**src/rtl/io_terminal_uart_if.sv**
```systemverilog
// CPU-facing register/flag bundle of the serial terminal: INPR/FGI input side, OUTR/FGO output side.
// master = CPU (drives OUTR/out_load/inp_ack), slave = terminal (drives data and flags).
interface io_terminal_uart_if;
    logic [7:0] INPR;
    logic       FGI;
    logic       inp_ack;
    logic [7:0] OUTR;
    logic       out_load;
    logic       FGO;
    logic       rx_overrun;
    logic       rx_frame_err;

    modport master (
        output OUTR,
        output out_load,
        output inp_ack,
        input  INPR,
        input  FGI,
        input  FGO,
        input  rx_overrun,
        input  rx_frame_err
    );

    modport slave (
        input  OUTR,
        input  out_load,
        input  inp_ack,
        output INPR,
        output FGI,
        output FGO,
        output rx_overrun,
        output rx_frame_err
    );
endinterface

```
**src/rtl/io_terminal_uart.sv**
```systemverilog
// 8N1 terminal UART: RX sets FGI 2 + 9.5 bits + 1 cycles after the start edge; TX frame is 10 bits load-to-FGO.
// No backpressure: a byte arriving with FGI=1 is dropped (overrun), out_load with FGO=0 is ignored.
module io_terminal_uart #(
    parameter int unsigned CLKS_PER_BIT = 16
) (
    input  logic              clk,
    input  logic              rst_n,
    input  logic              rx,
    output logic              tx,
    io_terminal_uart_if.slave bus
);

    localparam logic [15:0] BIT_LAST  = 16'(CLKS_PER_BIT - 1);
    localparam logic [15:0] HALF_LAST = 16'((CLKS_PER_BIT / 2) - 1);

    typedef enum logic [1:0] {
        ST_IDLE,
        ST_START,
        ST_DATA,
        ST_STOP
    } state_e;

    // ------------------------------------------------------------------
    // RX synchroniser; rx_prev_q gives the previous synchronised sample
    // ------------------------------------------------------------------
    logic rx_meta_q;
    logic rx_s_q;
    logic rx_prev_q;

    always_ff @(posedge clk or negedge rst_n) begin
        if (!rst_n) begin
            rx_meta_q <= 1'b1;
            rx_s_q    <= 1'b1;
            rx_prev_q <= 1'b1;
        end else begin
            rx_meta_q <= rx;
            rx_s_q    <= rx_meta_q;
            rx_prev_q <= rx_s_q;
        end
    end

    // ------------------------------------------------------------------
    // Receiver
    // ------------------------------------------------------------------
    state_e      rx_state_q, rx_state_d;
    logic [15:0] rx_cnt_q,   rx_cnt_d;
    logic [2:0]  rx_bit_q,   rx_bit_d;
    logic [7:0]  rx_shift_q, rx_shift_d;
    logic [7:0]  inpr_q,     inpr_d;
    logic        fgi_q,      fgi_d;
    logic        ovr_q,      ovr_d;
    logic        ferr_q,     ferr_d;

    always_ff @(posedge clk or negedge rst_n) begin
        if (!rst_n) begin
            rx_state_q <= ST_IDLE;
            rx_cnt_q   <= 16'd0;
            rx_bit_q   <= 3'd0;
            rx_shift_q <= 8'd0;
            inpr_q     <= 8'd0;
            fgi_q      <= 1'b0;
            ovr_q      <= 1'b0;
            ferr_q     <= 1'b0;
        end else begin
            rx_state_q <= rx_state_d;
            rx_cnt_q   <= rx_cnt_d;
            rx_bit_q   <= rx_bit_d;
            rx_shift_q <= rx_shift_d;
            inpr_q     <= inpr_d;
            fgi_q      <= fgi_d;
            ovr_q      <= ovr_d;
            ferr_q     <= ferr_d;
        end
    end

    always_comb begin
        rx_state_d = rx_state_q;
        rx_cnt_d   = rx_cnt_q;
        rx_bit_d   = rx_bit_q;
        rx_shift_d = rx_shift_q;
        inpr_d     = inpr_q;
        fgi_d      = bus.inp_ack ? 1'b0 : fgi_q;
        ovr_d      = bus.inp_ack ? 1'b0 : ovr_q;
        ferr_d     = ferr_q;

        unique case (rx_state_q)
            ST_IDLE: begin
                rx_cnt_d = 16'd0;
                rx_bit_d = 3'd0;
                if (rx_prev_q && !rx_s_q) begin
                    rx_state_d = ST_START;
                end
            end

            ST_START: begin
                if (rx_cnt_q == HALF_LAST) begin
                    rx_cnt_d   = 16'd0;
                    rx_state_d = rx_s_q ? ST_IDLE : ST_DATA;
                end else begin
                    rx_cnt_d = rx_cnt_q + 16'd1;
                end
            end

            ST_DATA: begin
                if (rx_cnt_q == BIT_LAST) begin
                    rx_cnt_d   = 16'd0;
                    rx_shift_d = {rx_s_q, rx_shift_q[7:1]};
                    rx_bit_d   = rx_bit_q + 3'd1;
                    if (rx_bit_q == 3'd7) begin
                        rx_state_d = ST_STOP;
                    end
                end else begin
                    rx_cnt_d = rx_cnt_q + 16'd1;
                end
            end

            ST_STOP: begin
                if (rx_cnt_q == BIT_LAST) begin
                    rx_cnt_d   = 16'd0;
                    rx_state_d = ST_IDLE;
                    // An ack on the stop-sample cycle frees INPR in time for the new byte.
                    if (rx_s_q) begin
                        if (!fgi_q || bus.inp_ack) begin
                            inpr_d = rx_shift_q;
                            fgi_d  = 1'b1;
                        end else begin
                            ovr_d = 1'b1;
                        end
                    end else begin
                        ferr_d = 1'b1;
                    end
                end else begin
                    rx_cnt_d = rx_cnt_q + 16'd1;
                end
            end

            default: rx_state_d = ST_IDLE;
        endcase
    end

    // ------------------------------------------------------------------
    // Transmitter; tx is registered so it leaves the load edge low
    // ------------------------------------------------------------------
    state_e      tx_state_q, tx_state_d;
    logic [15:0] tx_cnt_q,   tx_cnt_d;
    logic [2:0]  tx_bit_q,   tx_bit_d;
    logic [7:0]  tx_shift_q, tx_shift_d;
    logic        tx_q,       tx_d;
    logic        fgo_q,      fgo_d;

    always_ff @(posedge clk or negedge rst_n) begin
        if (!rst_n) begin
            tx_state_q <= ST_IDLE;
            tx_cnt_q   <= 16'd0;
            tx_bit_q   <= 3'd0;
            tx_shift_q <= 8'd0;
            tx_q       <= 1'b1;
            fgo_q      <= 1'b1;
        end else begin
            tx_state_q <= tx_state_d;
            tx_cnt_q   <= tx_cnt_d;
            tx_bit_q   <= tx_bit_d;
            tx_shift_q <= tx_shift_d;
            tx_q       <= tx_d;
            fgo_q      <= fgo_d;
        end
    end

    always_comb begin
        tx_state_d = tx_state_q;
        tx_cnt_d   = tx_cnt_q;
        tx_bit_d   = tx_bit_q;
        tx_shift_d = tx_shift_q;
        tx_d       = tx_q;
        fgo_d      = fgo_q;

        unique case (tx_state_q)
            ST_IDLE: begin
                tx_cnt_d = 16'd0;
                tx_bit_d = 3'd0;
                tx_d     = 1'b1;
                if (bus.out_load && fgo_q) begin
                    tx_shift_d = bus.OUTR;
                    fgo_d      = 1'b0;
                    tx_d       = 1'b0;
                    tx_state_d = ST_START;
                end
            end

            ST_START: begin
                if (tx_cnt_q == BIT_LAST) begin
                    tx_cnt_d   = 16'd0;
                    tx_d       = tx_shift_q[0];
                    tx_state_d = ST_DATA;
                end else begin
                    tx_cnt_d = tx_cnt_q + 16'd1;
                end
            end

            ST_DATA: begin
                if (tx_cnt_q == BIT_LAST) begin
                    tx_cnt_d = 16'd0;
                    tx_bit_d = tx_bit_q + 3'd1;
                    if (tx_bit_q == 3'd7) begin
                        tx_d       = 1'b1;
                        tx_state_d = ST_STOP;
                    end else begin
                        tx_shift_d = tx_shift_q >> 1;
                        tx_d       = tx_shift_q[1];
                    end
                end else begin
                    tx_cnt_d = tx_cnt_q + 16'd1;
                end
            end

            ST_STOP: begin
                if (tx_cnt_q == BIT_LAST) begin
                    tx_cnt_d   = 16'd0;
                    fgo_d      = 1'b1;
                    tx_state_d = ST_IDLE;
                end else begin
                    tx_cnt_d = tx_cnt_q + 16'd1;
                end
            end

            default: tx_state_d = ST_IDLE;
        endcase
    end

    assign tx               = tx_q;
    assign bus.INPR         = inpr_q;
    assign bus.FGI          = fgi_q;
    assign bus.FGO          = fgo_q;
    assign bus.rx_overrun   = ovr_q;
    assign bus.rx_frame_err = ferr_q;

endmodule

```
**src/flat_wrapper.sv**
```systemverilog
// flat-port wrapper written by rule: the top's interface ports become plain ports
module io_terminal_uart_flat 
#(
    parameter int unsigned CLKS_PER_BIT = 16
)
  (clk, rst_n, rx, tx, bus_OUTR, bus_out_load, bus_inp_ack, bus_INPR, bus_FGI, bus_FGO, bus_rx_overrun, bus_rx_frame_err);
  io_terminal_uart_if bus_i ();
  input  logic clk;
  input  logic rst_n;
  input  logic rx;
  output logic tx;
  input wire logic [$bits(bus_i.OUTR)-1:0] bus_OUTR;
  input wire logic [$bits(bus_i.out_load)-1:0] bus_out_load;
  input wire logic [$bits(bus_i.inp_ack)-1:0] bus_inp_ack;
  output wire logic [$bits(bus_i.INPR)-1:0] bus_INPR;
  output wire logic [$bits(bus_i.FGI)-1:0] bus_FGI;
  output wire logic [$bits(bus_i.FGO)-1:0] bus_FGO;
  output wire logic [$bits(bus_i.rx_overrun)-1:0] bus_rx_overrun;
  output wire logic [$bits(bus_i.rx_frame_err)-1:0] bus_rx_frame_err;
  assign bus_i.OUTR = bus_OUTR;
  assign bus_i.out_load = bus_out_load;
  assign bus_i.inp_ack = bus_inp_ack;
  assign bus_INPR = bus_i.INPR;
  assign bus_FGI = bus_i.FGI;
  assign bus_FGO = bus_i.FGO;
  assign bus_rx_overrun = bus_i.rx_overrun;
  assign bus_rx_frame_err = bus_i.rx_frame_err;
  io_terminal_uart #(.CLKS_PER_BIT(CLKS_PER_BIT)) u_core (.clk(clk), .rst_n(rst_n), .rx(rx), .tx(tx), .bus(bus_i));
endmodule
```
**config.mk**
```make
export PLATFORM = sky130hd
export DESIGN_NAME = io_terminal_uart_flat
export DESIGN_NICKNAME = d
export VERILOG_FILES = /design/src/rtl/io_terminal_uart_if.sv /design/src/rtl/io_terminal_uart.sv /design/src/flat_wrapper.sv
export SDC_FILE = /design/constraint.sdc
export NUM_CORES = 1
export LEC_CHECK = 0
export ABC_CLOCK_PERIOD_IN_PS = 2100
export CORE_MARGIN = 1.5
export CORE_UTILIZATION = 50
export DETAILED_ROUTE_END_ITERATION = 8
export PLACE_DENSITY = 0.72
export SYNTH_ARGS = -nofsm -noshare
export SYNTH_HDL_FRONTEND = slang
export SYNTH_SLANG_ARGS = --single-unit
```
**constraint.sdc**
```tcl
create_clock -name clk -period 2.1 [get_ports clk]
set_clock_uncertainty 0.15 [all_clocks]
set_input_delay 0.42 -clock clk [delete_from_list [all_inputs] [get_ports clk]]
set_output_delay 0.42 -clock clk [all_outputs]
set_load 0.005 [all_outputs]
```
== Word level (Yosys, flattened, before mapping) ==
Cells that the tools add are included.

* Magnitude comparators: 0
* Div/mod/pow operators: 0
* $add $sub $neg: 4
* Muxes and demuxes: 44
* Reduce and logical (&&, ||, !) cells: 23
* Bitwise logic cells: 1
* Equality and inequality tests: 22
* Multipliers: 0
* Shift-type cells: 0

{| class="wikitable"
|+ Operator list
! operator !! count
|-
| 2-to-1 mux 16 bit || 3
|-
| one-hot mux 16 bit (3 select lines) || 1
|-
| adder 16 x 1 -> 16 bit (second input constant) || 2
|-
| equality test 16 x 4 -> 1 bit (second input constant) || 2
|-
| one-hot mux 16 bit (2 select lines) || 1
|-
| 2-to-1 mux 8 bit || 3
|-
| 2-to-1 mux 2 bit || 11
|-
| != test 2 x 1 -> 1 bit (second input constant) || 10
|-
| equality test 16 x 3 -> 1 bit (second input constant) || 1
|-
| 2-to-1 mux 1 bit || 16
|-
| one-hot mux 2 bit (4 select lines) || 2
|-
| one-hot mux 8 bit (2 select lines) || 1
|-
| one-hot mux 3 bit (2 select lines) || 2
|-
| AND reduction 5 bit || 2
|-
| AND reduction 3 bit || 3
|-
| equality test 2 bit (second input constant) || 4
|-
| AND reduction 4 bit || 2
|-
| adder 3 x 1 -> 3 bit (second input constant) || 2
|-
| equality test 3 bit (second input constant) || 2
|-
| 2-to-1 mux 3 bit || 2
|-
| AND reduction 2 bit || 3
|-
| nonzero test 2 bit || 3
|-
| equality test 2 x 1 -> 1 bit (second input constant) || 2
|-
| logical NOT 2 bit || 2
|-
| 10 further kinds || 12
|}

* Latch bits: 0
* Output and inout port bits: 13
* Bits of input ports: 13
* Word-level logic and storage cells: 111
* Bits in read-only memories: 0
* RAM bits: 0
* Memories: 0
* Register bits after elaboration: 74

== Depth between registers and ports, before layout ==
* Depth after elaboration: 6
* Mapped depth: 7
* Mapped depth without buffers: 6

== Worst setup path before layout ==
Ideal clock, no wire load.

* Kind: reg2reg
* Start: register u_core.rx_cnt_q[4]
* End: register u_core.rx_shift_q[0]
* Setup time: 125 ps
* Arrival time: 1733 ps
* Buffers on the path: 0
* Cell stages (with the launch flop): 5
* Clock period less this slack: 2008 ps
* Data required time: 1825 ps
* Path slack: 92 ps
* Cells stage by stage: dfrtp_1 > nor4_2 > nand3_2 > nor3_4 > mux2_2

* Cells in the longest elaborated chain, start to end: 2

{| class="wikitable"
|+ RTL lines
! what !! line !! source
|-
| start, declared || io_terminal_uart.sv:46 || <nowiki>logic [15:0] rx_cnt_q, rx_cnt_d;</nowiki>
|-
| start signal, assigned || io_terminal_uart.sv:66 || <nowiki>rx_cnt_q <= rx_cnt_d;</nowiki>
|-
| equality test 16 x 4 -> 1 bit || io_terminal_uart.sv:105 || <nowiki>if (rx_cnt_q == BIT_LAST) begin</nowiki>
|-
| AND reduction 2 bit (no line) || -- ||
|-
| end signal, assigned || io_terminal_uart.sv:68 || <nowiki>rx_shift_q <= rx_shift_d;</nowiki>
|-
| end, declared || io_terminal_uart.sv:48 || <nowiki>logic [7:0] rx_shift_q, rx_shift_d;</nowiki>
|}

Every way passes these cells.
A chain may end at the register's enable or synchronous reset.

== Final worst setup path ==
* Start: register u_core.fgo_q (netlist: u_core.bus.FGO)
* End: output bus_FGO

{| class="wikitable"
|+ RTL lines
! what !! line !! source
|-
| start, declared || io_terminal_uart.sv:149 || <nowiki>logic fgo_q, fgo_d;</nowiki>
|-
| start signal, assigned || io_terminal_uart.sv:165 || <nowiki>fgo_q <= fgo_d;</nowiki>
|-
| end, declared || flat_wrapper.sv:17 || <nowiki>output wire logic [$bits(bus_i.FGO)-1:0] bus_FGO;</nowiki>
|}

No word-level cell between the ends.

==> run_results.csv <==
group,metric,value,unit
routing,wl_per_cell,14.3,um
job,maxCapViolCount,0,
setup_path,crit_chain,"clkdlybuf4s50_1",
setup_path,critPathLaunchType,"flop",
power,combinationalPowerShare,0.304,
setup_path,worst-path-max-fanout,7,
power,seqPwrFrac,0.458,
synth,ys.flop_type,"dfrtp_1",
clock_network,cts_made_buffers,9,
layout,syn_to_final_growth,22.6,%
die,io_pins,26,
clock_network,cts_max_level,3,
synth,netlist_instances,337,
setup_path,slowest_delay,0.59,ns
place,port_buffers,25,
routing,dr.pass1.iters,4,
synth,synth_commonest_cells,"dfrtp_1 (69), nor2_1 (41), nand2_1 (22)",
die,dieArea,7750,um2
die,die_w,88.0,um
global_route,grt_max_degree,44,
synth,synth.avg_cell_area,10.7,um2
setup_path,critPathKind,"reg2out",
synth,synth_most_common_cell,"dfrtp_1",
clock_network,cts-root-buf,"clkbuf_8",
hold_path,hp-class,"reg2reg",
place,place.gp.congestion,0.787,
timing,fin_crit,2.00,ns
timing,worst_pin_slew,0.363,ns
global_route,grt_pass1_wl,12000,um
clock_network,clock-sinks,74,
clock_network,cts_buffer_depth,2,
power,clockPowerShare,0.238,
place,dp.cells,480,
synth,synth.net_count,361,
clock_network,cts_tree,"done",
run_status,status,"complete, no violations",
layout,fin_util,0.642,
die,fp.coreArea,6910,um2
routing,initialDrtViolationCount,125,
setup_path,slowest_stage,"dfstp_2",
setup_path,required,1.53,ns
synth,yosys.area.top_type,"dfrtp_1",
setup_path,crit_arrival,1.43,ns
routing,vias_per_cell,5.44,
timing,post-route-period-util,0.955,
synth,yosysSeqAreaShare,0.514,
synth,async_flop_share,1.00,
hold_path,hold-path-cell-count,0,
power,vdd_drop_max,0.000977,V
routing,drc,0,
timing,timing.hold.ws,0.209,ns
synth,yosysWarnings,0,
timing,finalSetupViolations,0,
timing,tns,0,ns
layout,drive_gt1_frac,0.266,
power,leakage,0.00193,uW
timing,maxSlewViolCount,0,
synth,synth_seq_cells,74,
global_route,grt_antenna_before_repair,0,
global_route,grt_pass1_vias,2572,
synth,synth_edf_count,0,
layout,fin_nets,422,
timing,relSlewSlack,0.756,
clock_network,clk_pin_slew_worst_paths,0.08,ns
synth,synth_area_leaders,"dfrtp_1 (48%), mux2_2 (5.6%), xnor2_1 (5.1%)",
layout,diodes,0,
die,num_rows,30,
routing,vias,2716,
setup_path,worst-path-stages,1,
timing,max_freq,499,MHz
setup_path,path_buf_inv,1,
power,p_sw_frac,0.344,
timing,hold_viol_final,0,
global_route,grt_usage,0.200,
global_route,overflow,0,
die,die_y,88.0,um
power,p_per_area,916,nW/um2
synth,synthDistinctLibCells,46,
power,internal_power,2660,uW
routing,ant_nets,0,
power,power_switching,1400,uW
synth,yosysTopAreaCellShare,0.478,
setup_path,crit_family,"flip-flops",
die,start_util,0.524,
routing,wirelength,7110,um
setup_path,r2r_cells,6,
synth,synthesis.area,3620,um2
clock_network,clkLatencyLatePin,0.34,ns
setup_path,critPathCaptureType,"primary output",
place,dpl.hpwl,4840,um
layout,stdcell_count,499,
==> layout by cell type (no fill, tap or decap), drive strengths merged, types with 4 or more instances in the layout <==
cell	count
dfrtp	69
inv	15
nand4	8
nor4	14
or2	8
nand3	23
xnor2	21
nor2	41
nor3	9
buf	34
nand2b	5
mux2	18
xor2	4
clkbuf	10
ha	11
o221a	7
nand2	22
a21oi	7
clkdlybuf4s50	24
a31oi	5
o211ai	5
o21ai	7
dfstp	5
==> metal layers <==
| layer | routed length, um | global-route usage | share of wire |
|---|---|---|---|
| met5 | 0 | 0 | 0 |
| met4 | 108 | 0.0767 | 0.015 |
| met3 | 213 | 0.0556 | 0.030 |
| met2 | 3420 | 0.298 | 0.48 |
| met1 | 3370 | 0.279 | 0.47 |
==> power by group through the flow <==
| stage | Combinational [uW] | Sequential, uW | Clock (uW) |
|---|---|---|---|
| floorplan | 838 | 1820 | 0 |
| detailed placement | 1190 | 1880 | 0 |
| global placement | 1160 | 1870 | 0 |
| global route | 1360 | 1890 | 1070 |
| finish | 1230 | 1860 | 966 |
| CTS | 1200 | 1860 | 1010 |
==> kinds of logic after synthesis <==
kind of cell	count (synthesis)	share of synthesized area
xor gates and xnor gates	25	0.0606
buffers and inverters	23	0.0256
muxes	18	0.0561
DFF	74	0.514
and+or+nand+nor	141	0.209
adders and majority gates	11	0.0381
AOI/OAI and AO/OA	45	0.0965
==> stage by stage <==
| step | worst slack (ns) | total power, uW | cell area, um2 |
|---|---|---|---|
| 6_report | 0.0951 | 4060 | 4430 |
| 5_1_grt | -0.00692 | 4330 | 4430 |
| 4_1_cts | 0.0220 | 4060 | 4390 |
| 3_5_place_dp | -0.0752 | 3070 | 4200 |
| 3_3_place_gp | -0.00274 | 3030 | 4200 |
| 2_1_floorplan | 0.0924 | 2650 | 3620 |
==> state kept, by name (all words and copies together) (netlist names), 2 cells and up, named ones only <==
register and count:
u_core.rx_bit_q 3, u_core.bus.INPR 8, u_core.rx_cnt_q 16, u_core.tx_bit_q 3
u_core.tx_cnt_q 16, u_core.rx_shift_q 8, u_core.tx_state_q 2, u_core.tx_shift_q 8
==> what timing repair did <==
item	4_1_cts	5_1_grt
setup endpoints to repair	8	33
hold buffers	1	0
buffers inserted	0	2
gates resized for setup	2	6
pin swaps	0	1
hold endpoints to repair	64	0
==> final cells by class <==
| type | count | area [um2] |
|---|---|---|
| timing repair buffer | 59 | 531 |
| clock buffer | 10 | 128 |
| clock inverter | 6 | 42.5 |
| fill | 551 | 2470 |
| multi-input combinational | 240 | 1700 |
| inverter | 14 | 52.6 |
| sequential | 74 | 1860 |
| tap | 96 | 120 |
==> worst paths after layout <==
kind | endpoint | from | slack, ns
worst max-delay path | bus_FGO | u_core.bus.FGO | 0.1
worst min-delay path | u_core.rx_s_q | u_core.rx_meta_q | 0.21
worst max register to register | u_core.tx_shift_q[5] | u_core.tx_state_q[0] | 0.1
worst min register to register | u_core.rx_s_q | u_core.rx_meta_q | 0.21
max in group asynchronous | u_core.rx_meta_q | rst_n | 0.96
min in group asynchronous | u_core.rx_cnt_q[15] | rst_n | 0.27
Power figures use the tool's default switching activity.
